## src/rtl/sha1_block_engine.sv

```systemverilog
// sha1_block_engine: chained SHA-1 compression of 512-bit blocks, UNROLL rounds per clock
module sha1_block_engine #(
  parameter int UNROLL = 1
) (
  input  logic         clk,
  input  logic         reset,
  input  logic [511:0] block_in,
  input  logic         block_first,
  input  logic         block_valid,
  output logic         block_ready,
  output logic [159:0] digest,
  output logic         digest_valid,
  output logic         busy
);
  localparam logic [159:0] IV = 160'h67452301_efcdab89_98badcfe_10325476_c3d2e1f0;
  if (!(UNROLL == 1 || UNROLL == 2 || UNROLL == 4 || UNROLL == 5)) begin : g_bad
    $error("UNROLL must be 1, 2, 4 or 5");
  end
  typedef enum logic [1:0] {IDLE, ROUND, ADD, DONE} state_t;
  state_t state_q, state_d;
  logic [6:0] t_q, t_d;
  logic [15:0][31:0] w_q, w_d;
  logic [4:0][31:0] v_q, v_d, h_q, h_d;
  logic [159:0] digest_q, digest_d;
  logic [31:0] x [0:15+UNROLL];
  logic [UNROLL:0][4:0][31:0] s;
  logic [1:0] ph;
  logic accept;
  function automatic logic [31:0] rotl(input logic [31:0] v, input int n);
    return (v << n) | (v >> (32 - n));
  endfunction
  function automatic logic [159:0] step(input logic [159:0] v, input logic [31:0] w, input logic [1:0] p);
    logic [31:0] a, b, c, d, e, f, k;
    {a, b, c, d, e} = v;
    f = p == 2'd0 ? (b & c) | (~b & d) : p == 2'd2 ? (b & c) | (b & d) | (c & d) : b ^ c ^ d;
    k = p == 2'd0 ? 32'h5a827999 : p == 2'd1 ? 32'h6ed9eba1 : p == 2'd2 ? 32'h8f1bbcdc : 32'hca62c1d6;
    return {rotl(a, 5) + f + e + k + w, a, rotl(b, 30), c, d};
  endfunction
  assign ph = t_q < 7'd20 ? 2'd0 : t_q < 7'd40 ? 2'd1 : t_q < 7'd60 ? 2'd2 : 2'd3;
  assign accept = block_valid && block_ready;
  assign digest = digest_q;
  // x holds the window extended by the UNROLL words the schedule needs next
  always_comb begin
    for (int i = 0; i < 16; i++) x[i] = w_q[i];
    for (int i = 0; i < UNROLL; i++) x[16+i] = rotl(x[13+i] ^ x[8+i] ^ x[2+i] ^ x[i], 1);
    s[0] = v_q;
    for (int i = 0; i < UNROLL; i++) s[i+1] = step(s[i], x[i], ph);
  end
  always_ff @(posedge clk) state_q <= reset ? IDLE : state_d;
  always_comb begin
    state_d = state_q;
    if (accept) state_d = ROUND;
    else if (state_q == ROUND && t_q == 7'(80 - UNROLL)) state_d = ADD;
    else if (state_q == ADD) state_d = DONE;
  end
  always_comb begin
    block_ready  = state_q == IDLE || state_q == DONE;
    busy         = state_q == ROUND || state_q == ADD;
    digest_valid = state_q == DONE;
  end
  always_comb begin
    w_d = w_q;
    v_d = v_q;
    h_d = h_q;
    t_d = t_q;
    digest_d = digest_q;
    if (accept) begin
      h_d = block_first ? IV : h_q;
      v_d = h_d;
      for (int i = 0; i < 16; i++) w_d[i] = block_in[511-32*i -: 32];
      t_d = '0;
    end else if (state_q == ROUND) begin
      v_d = s[UNROLL];
      for (int i = 0; i < 16; i++) w_d[i] = x[i+UNROLL];
      t_d = t_q + 7'(UNROLL);
    end else if (state_q == ADD) begin
      for (int i = 0; i < 5; i++) h_d[i] = h_q[i] + v_q[i];
      digest_d = h_d;
    end
  end
  always_ff @(posedge clk) begin
    if (reset) begin
      w_q <= '0;
      v_q <= '0;
      h_q <= IV;
      t_q <= '0;
      digest_q <= IV;
    end else begin
      w_q <= w_d;
      v_q <= v_d;
      h_q <= h_d;
      t_q <= t_d;
      digest_q <= digest_d;
    end
  end
endmodule

```

## config.mk

```make
export PLATFORM = sky130hd
export DESIGN_NAME = sha1_block_engine
export DESIGN_NICKNAME = d
export VERILOG_FILES = /design/src/rtl/sha1_block_engine.sv
export SDC_FILE = /design/constraint.sdc
export NUM_CORES = 2
export LEC_CHECK = 0
export BUFFER_PORTS_ARGS = -buffer_cell sky130_fd_sc_hd__buf_2
export CAP_MARGIN = 20
export CORE_MARGIN = 3
export CORE_UTILIZATION = 30
export CTS_CLUSTER_DIAMETER = 120
export DETAILED_ROUTE_END_ITERATION = 12
export PLACE_DENSITY_LB_ADDON = 0.08
export SYNTH_ARGS = -nofsm -noshare
export SYNTH_HDL_FRONTEND = slang
export SYNTH_SLANG_ARGS = --single-unit
```

## constraint.sdc

```tcl
create_clock -name clk -period 14.6 [get_ports clk]
set_input_delay 1.46 -clock clk [delete_from_list [all_inputs] [get_ports clk]]
set_output_delay 1.46 -clock clk [all_outputs]
set_load 0.01 [all_outputs]
```

After elaboration in Yosys (flattened, before gate mapping)
Cells that the tools add are included.
{ "op_classes": {"n_addsub": 10, "order_cmp": 3, "eq_ne": 7, "n_mux": 19, "n_bitwise": 18, "n_reduce_logical": 13} }
{ "op_table": {"columns": ["op", "n"], "rows": [
  ["512-bit two-way mux", 2],
  ["160-bit two-way mux", 6],
  ["32-bit adder", 9],
  ["32-bit bitwise XOR", 5],
  ["32-bit bitwise AND", 4],
  ["32-bit two-way mux", 4],
  ["32-bit bitwise OR", 3],
  ["32-bit inverter", 1],
  ["32-bit by 1-bit bitwise OR with 32-bit output", 1],
  ["32-bit by 30-bit bitwise OR with 32-bit output", 1],
  ["32-bit by 5-bit bitwise OR with 32-bit output", 1],
  ["31-bit two-way mux", 1],
  ["7-bit by 6-bit < comparator with 1-bit output, second input constant", 2],
  ["2-bit two-way mux", 4],
  ["7-bit by 1-bit adder with 7-bit output, second input constant", 1],
  ["7-bit == test, second input constant", 1],
  ["7-bit by 5-bit < comparator with 1-bit output, second input constant", 1],
  ["2-bit == test, second input constant", 3],
  ["2-bit nonzero test", 3],
  ["2-bit by 1-bit == test with 1-bit output, second input constant", 2],
  ["2-bit zero test", 2],
  ["3-bit AND reduction", 1],
  ["3-bit nonzero test", 1],
  ["1-bit logical AND", 2],
  ["6 further kinds", 9]
]} }
{ "word_totals": {"regBits": 1001, "in_bits": 516, "out_inout_bits": 163, "elab_cells": 100} }

Logic depth before layout (Yosys ltp)
{ "logic_depth": {"word_depth": 13, "mapped_depth": 29, "ltp_nobuf": 27} }

Worst setup path after synthesis
OpenSTA, ideal clock, no wires.
{ "synth_timing": {"path_kind": "reg-to-reg", "start": "register t_q[4]", "end": "register v_q, in the netlist s[159]", "setup_ps": 91, "arrival_time_ps": 6264, "setup_slack_ps": 8245, "stages_incl_launch_ff": 22, "n_path_buf": 3, "period_less_slack_ps": 6355, "path_cell_list": "dfxtp_1 > clkbuf_1 > nor2_1 > a221oi_1 > ha_1 > clkbuf_1 > clkbuf_1 > mux2_2 > a21oi_1 > fa_1 > fa_1 > fa_1 > inv_1 > ha_1 > and3_1 > a221oi_1 > nor2b_1 > a2111oi_2 > a21oi_1 > o31a_1 > or4_1 > a311oi_1"} }
{ "synth_between": {"elab_chain_cells": 13} }
{ "synth_lines": {"columns": ["item", "line_no", "rtl"], "rows": [
  ["start, declared", "21", "logic [6:0] t_q, t_d;"],
  ["start signal, assigned", "92", "t_q <= t_d;"],
  ["7-bit by 6-bit < comparator with 1-bit output", "39", "assign ph = t_q < 7'd20 ? 2'd0 : t_q < 7'd40 ? 2'd1 : t_q < 7'd60 ? 2'd2 : 2'd3;"],
  ["1-bit two-way mux", "39", null],
  ["2-bit two-way mux", "39", null],
  ["2-bit two-way mux (*)", "39", null],
  ["2-bit == test", "35, 36", null],
  ["32-bit two-way mux (2 in series)", "35", "f = p == 2'd0 ? (b & c) | (~b & d) : p == 2'd2 ? (b & c) | (b & d) | (c & d) : b ^ c ^ d;"],
  ["32-bit adder (2 in series)", "37", "return {rotl(a, 5) + f + e + k + w, a, rotl(b, 30), c, d};"],
  ["32-bit adder (*) (2 in series)", "37", null],
  ["160-bit two-way mux (*)", "72", "end else if (state_q == ROUND) begin"],
  ["160-bit two-way mux (*)", "67", "if (accept) begin"],
  ["end signal, assigned", "90", "v_q <= v_d;"],
  ["end, declared", "23", "logic [4:0][31:0] v_q, v_d, h_q, h_d;"]
]} }
Every way passes the cells marked *; elsewhere a longest branch is shown, timed or not. The select of a mux whose other input is x is not followed.
A chain may end at the register's enable or synchronous reset.

Final worst setup path
{ "layout_timing": {"start": "register t_q[4]", "end": "register v_q, in the netlist s[143]"} }
Same word-level chain as after synthesis.

==> metrics.cfg <==
[routing]
routedWlPerCell_um = 27.0
drt-total-wl_um = 245000
initialDrtViolationCount = 3456
ant_nets = 0
via_per_inst = 5.25
drt_pass1_iterations = 6
vias = 47638
drc = 0

[pwr]
power_mw = 8.44
vdd_drop_max_v = 0.0000803
p_leak_nw = 26.0
powerDensity_nw_per_um2 = 130

[worst_setup_path]
end_kind = flop
cp.required_ps = 15290
cp_common_cell = fa_1
crit_fanout = 32
critPathMaxStageDelay_ps = 510
cp.buffers_inverters = 4
cpMaxStageDelayCell = fa_1
critPathKind = flop to flop
crit_arrival_ps = 8000
crit_path_start_kind = flop
cp_top_family = adder cells

[global_route]
track_usage_pct = 25.4
overflow = 0
antenna_found_initial = 74
grt_pass1_wl_um = 346000
grt_pass1_vias = 46925
grt_max_degree = 205

[final_layout]
fin_area_um2 = 64700
n_fill_cell = 18899
final_core_util_pct = 36.0
syn2layout_area_growth_pct = 18.6
nets = 7428
final_cells = 9071
drive_gt1_share_pct = 15.8

[place]
dp.cells = 8806
gp_congestion = 0.896
post_dp_cell_area_um2 = 60200
place_ws_ps = 7450
dp_hpwl_um = 186000
io_buffers = 678

[synth]
syn_inst = 6102
yosys_warnings = 0
synth_area_um2 = 54600
synth_top_area_share_pct = 36.7
synth_async_sr_flop_share_pct = 0
ys_seq_area_share_pct = 36.7
yosys.area.top_type = dfxtp_1
ys_seq_elements = 1001
synth_edf_count = 0
yosys-top-cells-area = dfxtp_1, mux2i_1, a211oi_1
syn-num-nets = 6946
synth_cell_type_count = 87
ys.flop_type = dfxtp_1
avgSynthCellArea_um2 = 8.94

[clocking]
clkTransAtPathRegs_ps = 60
numClockSinks = 1001
worstSkewPairLatency_ps = 820
root_buffer = clkbuf_16
post_cts_resize_count = 0
cts_hold_buf = 0
cts_tree = yes
cts-buffers-inserted = 131
clockBufferDepth = 3
postCtsSetupRepairBufs = 0
h-tree-depth = 4

[sta]
timing.hold.ws_ps = 463
layout_setup_ws_ps = 7300
fin_worst_skew_ps = 48.0
tightest_slew_ps = 1120
slew_viol_final = 0
hold_viol = 0
min_period_over_period_pct = 50.0
slew_headroom_pct = 25.3
max_freq_mhz = 137
tns_ps = 0
finalSetupViolCount = 0
min_period_ps = 7300
rsz0062_at_grt = false

[run_status]
status = finished clean

[job]
maxCapViolCount = 0

[die]
num_io_pins = 679
rows = 155
dieArea_um2 = 187000
start_util_pct = 30.4
die_w_um = 432
die_h_um = 432
core-area_um2 = 180000

[min_path]
hold_class = flop to flop

==> layout make-up <==
type / count / area, µm² / area share, %
clock buffers: 186 / 3780 / 5.83
well taps: 2355 / 2950 / 4.55
clock inverters: 41 / 679 / 1.05
repair buffers: 777 / 4200 / 6.48
multi-input cells: 4358 / 31800 / 49.1
flip-flops and latches: 1001 / 20000 / 31.0
inverters: 315 / 1190 / 1.83
diodes: 38 / 95.1 / 0.147
==> sequential cells by signal, indices dropped and copies added, names as in the netlist <==
register,flops
w_q,512
digest,160
h_q,160
s,160
t_q,7
state_q,2
==> cell usage after synthesis, types with 13 or more instances <==
cell type	count
a31oi_1	88
o22ai_1	47
dfxtp_1	1001
xor2_1	46
nand2_1	235
a211oi_1	607
nor2b_1	31
a22o_1	28
nand2b_1	13
mux2_2	15
nor3_1	115
inv_1	315
fa_1	125
ha_1	203
buf_1	92
nor2_1	974
or3_1	21
o21ai_0	138
clkbuf_1	335
a22oi_1	41
o22a_1	33
a21oi_1	233
o21a_1	18
xnor2_1	222
and3_1	22
o21bai_1	13
a21o_1	93
nand3_1	41
o211ai_1	28
mux2i_1	752
and2_1	13
==> where the power goes <==
group	internal, mW	leakage, nW	switching [mW]
Sequential	2.92	8.22	0.241
Combinational	0.753	15.7	1.17
Clock	1.97	2.17	1.39
Total	5.63	26.0	2.81
==> worst reg2reg max path, stage by stage (launching register included) <==
cell,delay [ps]
dfxtp_1,370
nor2_1,200
nor2b_1,90
nor2_1,500
inv_1,330
ha_2,400
buf_4,330
mux2i_1,210
o21ai_0,350
fa_1,510
fa_1,510
inv_1,50
fa_1,480
ha_1,180
inv_1,70
fa_1,460
nor2b_1,130
o21ai_1,80
a21boi_0,260
o21ai_1,120
a21oi_1,320
a21oi_1,120
o21ai_0,360
a31o_2,240
a21oi_1,70
or3_1,330
and3_1,150
==> worst paths after layout <==
check	from	endpoint	slack, ps	cells past startpoint
worst max register to register	t_q[4]	s[143]	7300	26
worst min-delay path	digest[92]	digest[92]	460	2
worst max-delay path	t_q[4]	s[143]	7300	26
worst min register to register	digest[92]	digest[92]	460	2
==> cell families after synthesis <==
group,after synthesis,share of synthesized area (%)
compound gates,1482,18.9
xor+xnor,269,4.33
fa+ha+maj,328,9.24
buf+inv,743,5.11
flops,1001,36.7
mux,767,14.1
simple gates,1512,11.5
==> cell usage in the layout, fill, tap and decap left out, types with 13 or more instances in the layout <==
cell / synthesis / routed
xnor2_1: 222 / 222
a21o_1: 93 / 93
clkbuf_16: 0 / 132
o21ai_0: 138 / 138
a21oi_1: 233 / 233
clkbuf_1: 335 / 27
o211ai_1: 28 / 28
nand2_1: 235 / 234
nand3_1: 41 / 41
o22a_1: 33 / 33
buf_2: 1 / 677
nand2b_1: 13 / 13
inv_1: 315 / 312
nor3_1: 115 / 114
mux2i_1: 752 / 752
a22oi_1: 41 / 41
o21bai_1: 13 / 13
a31oi_1: 88 / 88
o21a_1: 18 / 18
ha_1: 203 / 200
buf_4: 0 / 95
clkbuf_8: 0 / 27
a22o_1: 28 / 28
or3_1: 21 / 20
fa_1: 125 / 125
dfxtp_1: 1001 / 1001
nor2b_1: 31 / 31
clkinv_2: 0 / 16
a211oi_1: 607 / 607
mux2_2: 15 / 15
and3_1: 22 / 22
diode_2: 0 / 38
xor2_1: 46 / 46
o22ai_1: 47 / 47
nor2_1: 974 / 970
==> metal layers <==
metal | part of all wire (%) | up-vias | global-route usage [%]
li1 | - | 22674 | -
met1 | 43 | 23391 | 32.2
met2 | 48 | 1197 | 43.4
met3 | 5.2 | 334 | 4.80
met4 | 3.3 | 42 | 8.29
met5 | 0.12 | - | 0
Power figures use the tool's default switching activity.
